**config.mk**
```make
export PLATFORM = sky130hd
export DESIGN_NAME = bp_stream_gate
export DESIGN_NICKNAME = d
export VERILOG_FILES = /design/src/rtl/bp_stream_gate.sv
export SDC_FILE = /design/constraint.sdc
export NUM_CORES = 2
export LEC_CHECK = 0
export CAP_MARGIN = 20
export CORE_AREA = 2 2 422 424
export CTS_CLUSTER_SIZE = 20
export DETAILED_ROUTE_END_ITERATION = 10
export DIE_AREA = 0 0 424 426
export MAX_ROUTING_LAYER = met4
export PLACE_DENSITY_LB_ADDON = 0.2
export SETUP_SLACK_MARGIN = 0.15
export SYNTH_ARGS = -nofsm -noshare
export SYNTH_HDL_FRONTEND = slang
export SYNTH_SLANG_ARGS = --single-unit
```
**constraint.sdc**
```tcl
create_clock -name clks -period 73.6 [get_ports clks]
set_input_delay 11.04 -clock clks [delete_from_list [all_inputs] [get_ports clks]]
set_output_delay 11.04 -clock clks [all_outputs]
set_load 0.01 [all_outputs]
```
**src/rtl/bp_stream_gate.sv**
```systemverilog
// bp_stream_gate: turns the controller's bp level into a registered s_rdy drop in front of a 2-entry skid buffer;
// saturating stall/packet statistics exist only when BP_STREAM_GATE_STAT_EN is defined.
module bp_stream_gate #(
    parameter int    DATA_WIDTH     = 512,
    parameter string BP_PKT_MODE    = "NO",
    parameter int    STAT_CNT_WIDTH = 32
) (
    input  logic                      clks,
    input  logic                      reset,
    input  logic                      ctrl_bp_en,
    input  logic [DATA_WIDTH-1:0]     s_data,
    input  logic                      s_sop,
    input  logic                      s_eop,
    input  logic                      s_vld,
    output logic                      s_rdy,
    output logic [DATA_WIDTH-1:0]     m_data,
    output logic                      m_sop,
    output logic                      m_eop,
    output logic                      m_vld,
    input  logic                      m_rdy,
    input  logic                      stat_clr,
    output logic [STAT_CNT_WIDTH-1:0] stat_stall_cnt,
    output logic [STAT_CNT_WIDTH-1:0] stat_pkt_cnt
);
    localparam int EW = DATA_WIDTH + 2;
    localparam bit PKT_MODE = (BP_PKT_MODE == "YES");
    logic [1:0]    occ_q, occ_d;
    logic [EW-1:0] head_q, head_d, skid_q, skid_d, in_word;
    logic          in_pkt_q, in_pkt_d, s_rdy_q, s_rdy_d, acc, emit, gate_next;
    assign in_word = {s_sop, s_eop, s_data};
    assign acc = s_vld & s_rdy_q;
    assign emit = m_vld & m_rdy;
    assign m_vld = occ_q != 2'd0;
    assign {m_sop, m_eop, m_data} = head_q;
    assign s_rdy = s_rdy_q;

    // buffer bookkeeping; ready is only granted when a word can land without overflowing
    always_comb begin
        occ_d = (acc & ~emit) ? occ_q + 2'd1 : (~acc & emit) ? occ_q - 2'd1 : occ_q;
        head_d = emit ? ((occ_q == 2'd2) ? skid_q : acc ? in_word : head_q)
                      : (acc && occ_q == 2'd0) ? in_word : head_q;
        skid_d = (acc && !emit && occ_q == 2'd1) ? in_word : skid_q;
        in_pkt_d = acc ? (s_eop ? 1'b0 : s_sop ? 1'b1 : in_pkt_q) : in_pkt_q;
        gate_next = ctrl_bp_en & ~(PKT_MODE & in_pkt_d);
        s_rdy_d = (occ_d < 2'd2) & ~gate_next;
    end

    // datapath and control state, cleared immediately on reset
    always_ff @(posedge clks or posedge reset) begin
        if (reset) begin
            occ_q <= 2'd0;
            head_q <= '0;
            skid_q <= '0;
            in_pkt_q <= 1'b0;
            s_rdy_q <= 1'b0;
        end else begin
            occ_q <= occ_d;
            head_q <= head_d;
            skid_q <= skid_d;
            in_pkt_q <= in_pkt_d;
            s_rdy_q <= s_rdy_d;
        end
    end

`ifdef BP_STREAM_GATE_STAT_EN
    localparam logic [STAT_CNT_WIDTH-1:0] CNT_ONE = 1;
    logic [STAT_CNT_WIDTH-1:0] stall_q, stall_d, pkt_q, pkt_d;

    // saturating counters; a clear beats a same-cycle increment
    always_comb begin
        stall_d = stat_clr ? '0 : (s_vld & ~s_rdy_q & ~&stall_q) ? stall_q + CNT_ONE : stall_q;
        pkt_d = stat_clr ? '0 : (emit & m_eop & ~&pkt_q) ? pkt_q + CNT_ONE : pkt_q;
    end

    // statistics registers
    always_ff @(posedge clks or posedge reset) begin
        if (reset) begin
            stall_q <= '0;
            pkt_q <= '0;
        end else begin
            stall_q <= stall_d;
            pkt_q <= pkt_d;
        end
    end

    assign stat_stall_cnt = stall_q;
    assign stat_pkt_cnt = pkt_q;
`else
    logic unused_stat_clr;
    assign unused_stat_clr = stat_clr;
    assign stat_stall_cnt = '0;
    assign stat_pkt_cnt = '0;
`endif
endmodule

```
## Yosys cells after proc, flatten, opt, wreduce, memory -nomap -nowiden

Cells that the tools add are included.

| word-level totals | value |
|---|---|
| register bits after elaboration | 1031 |
| input port bits | 520 |
| logic and storage cells | 32 |

| cells by class | value |
|---|---|
| $add $sub $neg | 2 |
| order comparisons | 1 |
| equality and inequality tests | 3 |
| multiplexer cells | 6 |
| bitwise logic cells | 8 |
| reduce and logical (&&, ||, !) cells | 8 |

Operator list:

| operator | number |
|---|---|
| two-way mux 514 bit | 4 |
| AND 1 bit | 5 |
| two-way mux 2 bit | 2 |
| nonzero test 2 bit | 2 |
| logical AND 1 bit | 3 |
| != test 3 x 2 -> 1 bit, second input constant | 1 |
| inverter 1 bit | 3 |
| adder 2 x 1 -> 2 bit, second input constant | 1 |
| equality test 2 x 1 -> 1 bit, second input constant | 1 |
| equality test 2 bit, second input constant | 1 |
| zero test 2 bit | 1 |
| less-than comparator 2 bit, second input constant | 1 |
| AND reduction 2 bit | 1 |
| subtractor 2 x 1 -> 2 bit, second input constant | 1 |
| zero test 1 bit | 1 |

## Logic depth before layout (Yosys ltp)

| logic depth | value |
|---|---|
| depth in word-level cells | 7 |
| gate-level depth with buffers | 10 |
| depth with buffers taken out | 8 |

## Worst setup path before layout

Ideal clock, no wire load.

| timing path | value |
|---|---|
| path type | input to register |
| start point | input port m_rdy |
| end point | register skid_q[0] |
| setup time | 0.125 ns |
| data arrival time | 12.517 ns |
| data required time | 73.475 ns |
| setup slack | 60.958 ns |
| stages on the path | 7 |
| path buffers | 2 |
| cells stage by stage | nor2b_2 inv_2 ha_1 nand2_1 clkbuf_1 buf_2 mux2_2 |

| on the way | value |
|---|---|
| word-level cells in the longest chain between the ends | 4 |

RTL lines:

| what | line | text |
|---|---|---|
| start: declaration | 20 | `input logic m_rdy,` |
| AND 1 bit | 32 | `assign emit = m_vld & m_rdy;` |
| zero test 1 bit | 42 | `skid_d = (acc && !emit && occ_q == 2'd1) ? in_word : skid_q;` |
| logical AND 1 bit (2 in a row) | 42 |  |
| end signal: assignment | 59 | `skid_q <= skid_d;` |
| end: declaration | 28 | `logic [EW-1:0] head_q, head_d, skid_q, skid_d, in_word;` |

Every way passes these cells.
A chain may end at the register's enable or synchronous reset.

==> flow_summary.toml <==
[status]
status = "complete, no violations"

[run]
drv_cap = 0

[sta]
min_period_over_period_pct = 23.0
fin_setup_tns_ps = 0
worstMarginPinSlew_ps = 1170
setup_violations = 0
post-route-min-period_ps = 16940
worst_clock_skew_ps = 32.3
relSlewSlack_pct = 21.7
holdWs_ps = 499
rsz0062_at_grt = "false"
max_freq_ghz = 0.0590
fin_ws_ps = 56660
finalHoldViolations = 0
slew_viol_final = 0

[cts]
cts_made_buffers = 130
clk_path_buf_depth = 3
cts_root_buf = "clkbuf_16"
ctsResizeCount = 0
clock_sinks = 1031
postCtsSetupBuffers = 0
insertion_delay_ps = 790
htreeDepth = 4
clk_pin_slew_ps = 60
cts_tree = "done"
cts_hold_buf = 0

[power_and_ir_drop]
leakage_nw = 30.4
p_clk_share_pct = 22.9
internal-power_w = 0.00201
irDropWorstVdd_uv = 29.0
power_frac_seq_pct = 35.0
swShare_pct = 29.8
p_sw_w = 0.000854
comb_power_share_pct = 42.1
power_density_mw_per_mm2 = 43.9

[setup_path]
path_cells = "clkdlybuf4s50_1 > inv_8 > buf_12 > buf_4 > buf_4 > buf_4 > buf_4 > buf_4 > buf_12"
crit_top_cell = "buf_4"
start_kind = "input port"
required_ps = 74360
critPathArrivalTime_ps = 17700
slowest_stage = "buf_4"
slowest_delay_ps = 780
critPathCaptureType = "async pin"
critPathKind = "in2async"
cp_max_fo = 161

[drt]
post-route-drc-count = 0
final_antenna_net_count = 0
vias = 27000
via_per_inst = 4.26
drt_first_iter_violations = 1000
routedWlPerCell_um = 22.2
drt_wl_total_um = 141000
drt_pre_antenna_iters = 5

[yosys]
synth-seq-area-share_pct = 52.4
synth_top_family_by_area = "multiplexers"
netlist-cell-type-count = 24
synth_cells = 2832
synthXorXnorAreaFrac_pct = 0
netlist.area_leader.share_pct = 52.4
synth-simple-area-share_pct = 0.137
synthAdderAreaFrac_pct = 0.127
avgSynthCellArea_um2 = 17.4
synthMuxAreaShare_pct = 42.3
ys_top_cells_by_area = "dfrtp_1, mux2_4, mux2_2"
synth-compound-area-share_pct = 0.0534
netlist_area_mm2 = 0.0492
ys_seq_elements = 1031
yosysWarnings = 0
yosysTopAreaCell = "dfrtp_1"

[final_layout]
fin_util_pct = 37.1
area_growth_pct = 32.5
mostFrequentLayoutCells = "clkdlybuf4s50_1, dfrtp_1, mux2_4, mux2_2, clkbuf_16"
final_nets = 4387
final_layout_size_suffix_gt1_share_pct = 44.8
final_cells = 6340
final_common_cell = "clkdlybuf4s50_1"

[global_route]
grt_max_degree = 162
grt_usage_pct = 15.6
grt_antenna_before_repair = 44
grt_pass1_vias = 28600
grt.overflow.total = 0
grt_pass1_wl_um = 201000

[floorplanning]
die_area_mm2 = 0.181
rows = 154
start_util_pct = 28.0
die_h_um = 426
core_area_mm2 = 0.176
ios = 1100
die_x_um = 424

[placement]
dp.cells = 6069
place_hpwl_um = 96800
portBuffers = 1034
pre_cts_ws_ps = 55510
place.gp.congestion = 0.802

[hold_path]
worstHoldPathType = "reg2reg"
==> worst max-delay path: cells and delay by family <==
kind | cells | cell delay (ps)
buf+inv | 9 | 6020
==> power by group through the flow <==
| stage | sequential [W] | clock, W | combinational (W) |
|---|---|---|---|
| 6_report | 0.00100 | 0.000655 | 0.00121 |
| 5_1_grt | 0.00104 | 0.000705 | 0.00127 |
| 4_1_cts | 0.00100 | 0.000682 | 0.00123 |
| 3_5_place_dp | 0.00101 | 0 | 0.00123 |
| 3_3_place_gp | 0.000998 | 0 | 0.00122 |
| 2_1_floorplan | 0.00106 | 0 | 0.000721 |
==> per-layer routing <==
metal | part of all wire [%] | track usage [%]
met3 | 6.2 | 4.84
met1 | 39 | 17.0
met2 | 51 | 25.7
met5 | 0 | -
met4 | 3.6 | 7.57
==> kinds of logic (layout without fill, tap and decap cells) <==
logic type | count (synthesis) | count (layout)
AO/OA/AOI/OAI | 3 | 3
flip-flops | 1031 | 1031
buffers and inverters | 240 | 1303
AND/OR/NAND/NOR | 10 | 10
adder cells (fa/ha/maj) | 5 | 5
other | 1 | 106
multiplexers | 1542 | 1542
==> Yosys cell counts, drive strengths merged <==
library cell,count
nor3,1
ha,5
clkbuf,10
nand3b,1
nor2b,2
a221o,1
mux2,1542
nand2,2
inv,6
dfrtp,1031
nor2,2
nor3b,1
nand3,1
a21o,1
buf,224
conb,1
a21oi,1
==> final timing paths <==
path	startpoint	end	slack [ps]	cells past startpoint
setup reg to reg	occ_q[0]	head_q[100]	67750	12
hold / removal	skid_q[467]	skid_q[467]	500	1
min in group asynchronous	reset	skid_q[360]	10740	2
max in group clks	m_rdy	head_q[100]	57600	11
setup / recovery	reset	head_q[126]	56660	9
hold reg to reg	skid_q[467]	skid_q[467]	500	1
==> cell type report <==
cell class	count	area [µm²]
fillers	16800	111000
flip-flops and latches	1031	25800
multi-input cells	1624	21200
repair buffers	1069	10700
clock buffers	201	3950
well taps	2340	2930
clock inverters	27	428
diodes	42	105
inverters	6	30.0
==> stage by stage <==
step / power, W / cell area [µm²]
global placement: 0.00221 / 60700
finish: 0.00287 / 65200
floorplan: 0.00178 / 49500
detailed placement: 0.00224 / 60700
CTS: 0.00292 / 65100
global route: 0.00302 / 65200
==> state kept, by name (all words and copies together) (netlist names) <==
signal and flops:
s_rdy 1, skid_q 514, occ_q 2, head_q 514
No activity file was read; power rests on OpenSTA's default activity.
